==> config.mk <==
export PLATFORM = sky130hd
export DESIGN_NAME = expu_log2
export DESIGN_NICKNAME = d
export VERILOG_FILES = /design/src/rtl/expu_log2.sv
export SDC_FILE = /design/constraint.sdc
export NUM_CORES = 1
export LEC_CHECK = 0
export BUFFER_PORTS_ARGS = -buffer_cell sky130_fd_sc_hd__buf_2
export CAP_MARGIN = 20
export CORE_UTILIZATION = 50
export CTS_CLUSTER_DIAMETER = 40
export DETAILED_ROUTE_END_ITERATION = 10
export PLACE_DENSITY = 0.73
export RECOVER_POWER = 25
export SLEW_MARGIN = 10
export SYNTH_ARGS = -nofsm -noshare
export SYNTH_HDL_FRONTEND = slang
export SYNTH_SLANG_ARGS = --single-unit
==> constraint.sdc <==
create_clock -name clk_i -period 8.9 [get_ports clk_i]
set_input_delay 1.78 -clock clk_i [delete_from_list [all_inputs] [get_ports clk_i]]
set_output_delay 1.78 -clock clk_i [all_outputs]
set_load 0.01 [all_outputs]
==> src/rtl/expu_log2.sv <==
// -----------------------------------------------------------------------------
// expu_log2
//   Iterative base-2 logarithm unit for a single floating-point operand
//   (bfloat16 by default). The result is the unbiased exponent plus the
//   mantissa fraction f, refined by the quadratic correction K*f*(1-f).
//   One operand is in flight at a time; the FSM walks IDLE -> MUL -> ADD ->
//   NORM -> DONE, while special operands short-cut from IDLE straight to DONE.
//
// Ports
//   clk_i    : clock
//   rst_ni   : asynchronous active-low reset
//   clear_i  : synchronous flush back to IDLE (drops valid_o, zeroes res_o)
//   op_i     : operand, sampled only when accepted in IDLE
//   valid_i  : operand valid
//   ready_o  : unit can accept an operand (IDLE only)
//   res_o    : log2 result, stable while valid_o is high
//   valid_o  : result valid
//   ready_i  : downstream accepts the result
// -----------------------------------------------------------------------------
module expu_log2 #(
  parameter logic [2:0]   FPFORMAT             = 3'd4,
  parameter int unsigned  COEFFICIENT_FRACTION = 8,
  parameter int unsigned  CORR_SURPLUS_BITS    = 3,
  parameter real          K_REAL               = 0.34375,
  // Format encoding follows fpnew: FP32, FP64, FP16, FP8, FP16ALT
  localparam int unsigned EXPONENT_BITS = (FPFORMAT == 3'd1) ? 11 :
                                          (FPFORMAT == 3'd2 || FPFORMAT == 3'd3) ? 5 : 8,
  localparam int unsigned MANTISSA_BITS = (FPFORMAT == 3'd0) ? 23 :
                                          (FPFORMAT == 3'd1) ? 52 :
                                          (FPFORMAT == 3'd2) ? 10 :
                                          (FPFORMAT == 3'd3) ? 2 : 7,
  localparam int unsigned WIDTH = 1 + EXPONENT_BITS + MANTISSA_BITS
) (
  input  logic             clk_i,
  input  logic             rst_ni,
  input  logic             clear_i,
  input  logic [WIDTH-1:0] op_i,
  input  logic             valid_i,
  output logic             ready_o,
  output logic [WIDTH-1:0] res_o,
  output logic             valid_o,
  input  logic             ready_i
);

  localparam int unsigned E     = EXPONENT_BITS;
  localparam int unsigned M     = MANTISSA_BITS;
  localparam int unsigned FRAC  = M + CORR_SURPLUS_BITS;
  // Signed sum: E+1 integer bits (unbiased exponent) plus FRAC fraction bits
  localparam int unsigned SW    = E + 1 + FRAC;
  localparam int unsigned LW    = $clog2(SW);
  localparam int unsigned BIAS  = (1 << (E - 1)) - 1;
  localparam int unsigned PKW   = 2 * M + COEFFICIENT_FRACTION + 1;
  localparam int unsigned SHIFT = 2 * M + COEFFICIENT_FRACTION - FRAC;
  localparam int          K     = int'(K_REAL * (2.0 ** COEFFICIENT_FRACTION));

  typedef enum logic [2:0] {IDLE, MUL, ADD, NORM, DONE} state_e;

  state_e           state_q;
  logic             ready_q;
  logic             valid_q;
  logic [WIDTH-1:0] res_q;
  logic [E-1:0]     exp_q;
  logic [M-1:0]     mant_q;
  logic [FRAC-1:0]  corr_q;
  logic             sign_q;
  logic [SW-1:0]    mag_q;

  logic             expZero, expOnes, manNonZero, isSpecial;
  logic [WIDTH-1:0] specialRes;
  logic [M:0]       compl;
  logic [2*M-1:0]   prod_d;
  logic [PKW-1:0]   scaled;
  logic [FRAC-1:0]  corr_d;
  logic signed [E:0] expUnb;
  logic [SW-1:0]    sum_d;
  logic [SW-1:0]    mag_d;
  logic [LW-1:0]    lead;
  logic [SW-1:0]    normShifted;
  logic [E-1:0]     expOut;
  logic [M-1:0]     manOut;
  logic [WIDTH-1:0] res_d;

  // Special operand decode on the live input. Zero/denormal wins over the
  // sign check so that -0 gives -inf rather than NaN.
  always_comb begin
    expZero    = ~|op_i[M +: E];
    expOnes    = &op_i[M +: E];
    manNonZero = |op_i[M-1:0];
    isSpecial  = expZero | expOnes | op_i[WIDTH-1];
    specialRes = {1'b0, {E{1'b1}}, {M{1'b0}}};
    if (expZero) begin
      specialRes = {1'b1, {E{1'b1}}, {M{1'b0}}};
    end else if ((expOnes && manNonZero) || op_i[WIDTH-1]) begin
      specialRes = {1'b0, {E{1'b1}}, 1'b1, {(M-1){1'b0}}};
    end
  end

  // Correction term: c = (f*(1-f)*K) scaled down to Q0.FRAC, truncating.
  always_comb begin
    compl  = {1'b1, {M{1'b0}}} - {1'b0, mant_q};
    prod_d = {{M{1'b0}}, mant_q} * {{(M-1){1'b0}}, compl};
    scaled = PKW'(prod_d) * PKW'(K);
    corr_d = FRAC'(scaled >> SHIFT);
  end

  // Signed fixed-point sum of exponent, fraction and correction.
  always_comb begin
    expUnb = $signed({1'b0, exp_q}) - $signed((E + 1)'(BIAS));
    sum_d  = {expUnb, {FRAC{1'b0}}}
           + SW'({mant_q, {CORR_SURPLUS_BITS{1'b0}}})
           + SW'(corr_q);
    mag_d  = sum_d[SW-1] ? (~sum_d + SW'(1)) : sum_d;
  end

  // Normalisation: place the leading one at the MSB, keep the M bits below
  // it (shifting left zero-fills when fewer bits are available).
  always_comb begin
    lead = '0;
    for (int i = 0; i < SW; i++) begin
      if (mag_q[i]) lead = LW'(i);
    end
    normShifted = mag_q << (LW'(SW - 1) - lead);
    manOut      = M'(normShifted >> (SW - 1 - M));
    expOut      = E'(int'(BIAS) + int'(lead) - int'(FRAC));
    res_d       = (mag_q == '0) ? '0 : {sign_q, expOut, manOut};
  end

  // Control FSM with registered handshake outputs. valid_o rises one cycle
  // after entering DONE, and the hand-off returns to IDLE.
  always_ff @(posedge clk_i or negedge rst_ni) begin
    if (!rst_ni) begin
      state_q <= IDLE;
      ready_q <= 1'b1;
      valid_q <= 1'b0;
      res_q   <= '0;
      exp_q   <= '0;
      mant_q  <= '0;
      corr_q  <= '0;
      sign_q  <= 1'b0;
      mag_q   <= '0;
    end else if (clear_i) begin
      state_q <= IDLE;
      ready_q <= 1'b1;
      valid_q <= 1'b0;
      res_q   <= '0;
    end else begin
      case (state_q)
        IDLE: begin
          if (valid_i && ready_q) begin
            exp_q   <= op_i[M +: E];
            mant_q  <= op_i[M-1:0];
            ready_q <= 1'b0;
            if (isSpecial) begin
              res_q   <= specialRes;
              state_q <= DONE;
            end else begin
              state_q <= MUL;
            end
          end
        end
        MUL: begin
          corr_q  <= corr_d;
          state_q <= ADD;
        end
        ADD: begin
          sign_q  <= sum_d[SW-1];
          mag_q   <= mag_d;
          state_q <= NORM;
        end
        NORM: begin
          res_q   <= res_d;
          state_q <= DONE;
        end
        DONE: begin
          if (!valid_q) begin
            valid_q <= 1'b1;
          end else if (ready_i) begin
            valid_q <= 1'b0;
            ready_q <= 1'b1;
            state_q <= IDLE;
          end
        end
        default: state_q <= IDLE;
      endcase
    end
  end

  assign ready_o = ready_q;
  assign valid_o = valid_q;
  assign res_o   = res_q;

endmodule

==> impl_metrics.env <==
export IMPL_outcome="complete, but fails checks"
export IMPL_violations="DRC, capacitance limit, slew limit"
export IMPL_post_cts_buffers=0
export IMPL_path_class="register to register"
export IMPL_hold_start="ready_o"
export IMPL_track_usage_pct=22.9
export IMPL_numClockSinks=65
export IMPL_grt_max_degree=66
export IMPL_remaining_drc_errors=1
export IMPL_period_share_pct=89.2
export IMPL_cts_root_buf="clkbuf_16"
export IMPL_synth_top_area_cell="dfrtp_1"
export IMPL_synth_cell_area_um2=7390
export IMPL_cts_hold_buf=0
export IMPL_grt_setup_unrepaired="false"
export IMPL_cts_tree="built"
export IMPL_cts_resized_gates=0
export IMPL_critPathMaxStageDelay_ns=0.64
export IMPL_crit_top_cell="inv_1"
export IMPL_dieArea_um2=15300
export IMPL_final_setup_tns_ns=0
export IMPL_final_setup_viol_count=0
export IMPL_syn2layout_area_growth_pct=8.77
export IMPL_rr_startpoint="mant_q[0]"
export IMPL_chipWidth_um=124
export IMPL_ys_seq_area_share_pct=22.0
export IMPL_ff2ff_setup_slack_ns=0.97
export IMPL_routed_wl_um=15500
export IMPL_hp_class="register to register"
export IMPL_dp_hpwl_um=12300
export IMPL_finalCriticalPeriod_ns=7.94
export IMPL_vias_per_cell=5.62
export IMPL_gp_routability_congestion=0.931
export IMPL_yosys_warnings=0
export IMPL_core_area_um2=14500
export IMPL_critical_path_arrival_ns=8.13
export IMPL_min_to="ready_o"
export IMPL_vias=6000
export IMPL_critPathLaunchType="register"
export IMPL_endpoint_kind="register"
export IMPL_critPathSlowestCell="dfrtp_1"
export IMPL_hold_violations=0
export IMPL_whs_path_depth=2
export IMPL_row_count=44
export IMPL_pin_count=39
export IMPL_postRouteAntennaNets=0
export IMPL_syn_area_per_cell_um2=8.64
export IMPL_die_h_um=124
export IMPL_timing_fmax_ghz=0.126
export IMPL_grt_overflow_total=0
export IMPL_routedWlPerCell_um=14.6
export IMPL_yosysTopAreaCellShare_pct=21.7
export IMPL_grt_pass1_wl_um=27600
export IMPL_first_pass_iters=8
export IMPL_final_cell_mix="88 x inv_1, 81 x ha_1, 71 x nand2_1, 69 x nor2_1, 64 x dfrtp_1"
export IMPL_layout_nets=1019
export IMPL_synthFlopType="dfrtp_1"
export IMPL_synth_edff_count=0
export IMPL_critical_path_required_ns=9.10
export IMPL_async_flop_share_pct=100
export IMPL_drt_initial_drc_count=425
export IMPL_reg2reg_depth=29
export IMPL_slew_headroom_pct=-134
export IMPL_port_buffers=38
export IMPL_clk_latency_ns=0.33
export IMPL_drive_gt1_share_pct=10.4
export IMPL_grt_pass1_vias=5894
export IMPL_final_common_cell="inv_1"
export IMPL_cp_max_fo=14
export IMPL_htreeDepth=3
export IMPL_finClkSkew_ns=0.00841
export IMPL_clk_pin_slew_worst_paths_ns=0.06
export IMPL_netlist_top_cells_area="dfrtp_1 22%, ha_1 14%, fa_1 11%, inv_1 4.5%, mux2i_1 3.7%"
export IMPL_ys_ff_latch=65
export IMPL_antenna_found_initial=0
export IMPL_drv_slew=66
export IMPL_drv_cap=1
export IMPL_synth_cells=855
export IMPL_tightest_slew_ns=3.51
export IMPL_antennaDiodeCount=0
export IMPL_rr_endpoint="corr_q[7]"
export IMPL_numCtsBuffers=9
export IMPL_cts_buffer_depth=2
export IMPL_initial_core_util_pct=51.0
export IMPL_synthDistinctLibCells=72
==> flip-flops by register name, summed over array words and instances (netlist names) <==
name and cells:
corr_q 9, exp_q 8, mant_q 7, valid_o 1, res_o 16, sign_q 1, state_q 3, mag_q 19
ready_o 1
==> how the worst max path moves through the flow <==
stage,from,to,slack [ns],cells past startpoint
2_1_floorplan,mant_q[0],corr_q[7],1.53,30
3_3_place_gp,mant_q[0],corr_q[7],1.15,29
3_5_place_dp,mant_q[0],corr_q[7],0.96,29
4_1_cts,mant_q[0],corr_q[7],0.95,29
5_1_grt,mant_q[0],corr_q[7],0.40,30
6_report,mant_q[0],corr_q[7],0.97,29
==> synthesized netlist by cell type (all sizes together), types with 14 or more instances <==
library cell  number
inv               89
nor2              69
clkbuf            30
nand2b            20
xor2              18
nand2             72
fa                39
mux2i             27
xnor2             27
ha                81
o21ai             57
dfrtp             64
nor3              22
nor2b             17
mux2              14
a21oi             34
==> worst max-delay path: cells and delay by family (launching register included) <==
family | cells | cell delay, ns
fa+ha+maj | 10 | 3.90
xor+xnor | 2 | 0.41
buf+inv | 7 | 0.58
simple gates | 4 | 0.95
compound gates | 6 | 1.31
flops | 1 | 0.64
==> metal layers <==
metal  vias up  routed length (µm)  share of wire (%)  track usage [%]
met5         -                   0                  0                0
met4         0                 346                2.2             8.96
met3        16                 302                1.9             2.38
met2        86                7770                 50             39.4
met1      2875                7130                 46             29.4
li1       3023                   -                  -                -
==> final cells by class <==
| cell class | instances | area [µm²] |
|---|---|---|
| fill | 1324 | 6440 |
| multi-input combinational | 670 | 5310 |
| sequential | 65 | 1630 |
| inverter | 90 | 338 |
| clock buffer | 11 | 243 |
| tap | 184 | 230 |
| timing repair buffer | 42 | 215 |
| clock inverter | 5 | 80.1 |
==> stage by stage <==
stage,setup slack (ns),utilization (%),hold WS (ns),cell area [µm²],std cells
global placement,1.15,53.3,0.464,7720,1051
global route,0.403,55.5,0.511,8040,1067
floorplan,1.53,-,0.449,7410,859
CTS,0.954,55.6,0.468,8040,1067
detailed placement,0.957,53.3,0.459,7720,1051
finish,0.965,55.5,0.465,8040,1067
==> logic make-up after synthesis <==
logic type,after synthesis,share of synthesized area (%)
AOI/OAI and AO/OA,178,15.8
and+or+nand+nor,276,18.9
buffers and inverters,124,6.47
xor gates and xnor gates,45,5.33
other,2,0.102
DFF,65,22.0
muxes,45,7.01
adders and majority gates,120,24.3
Power is left out: the tool's default activity adds up to more than one toggle a clock period on the data nets, which glitch-free logic cannot reach.
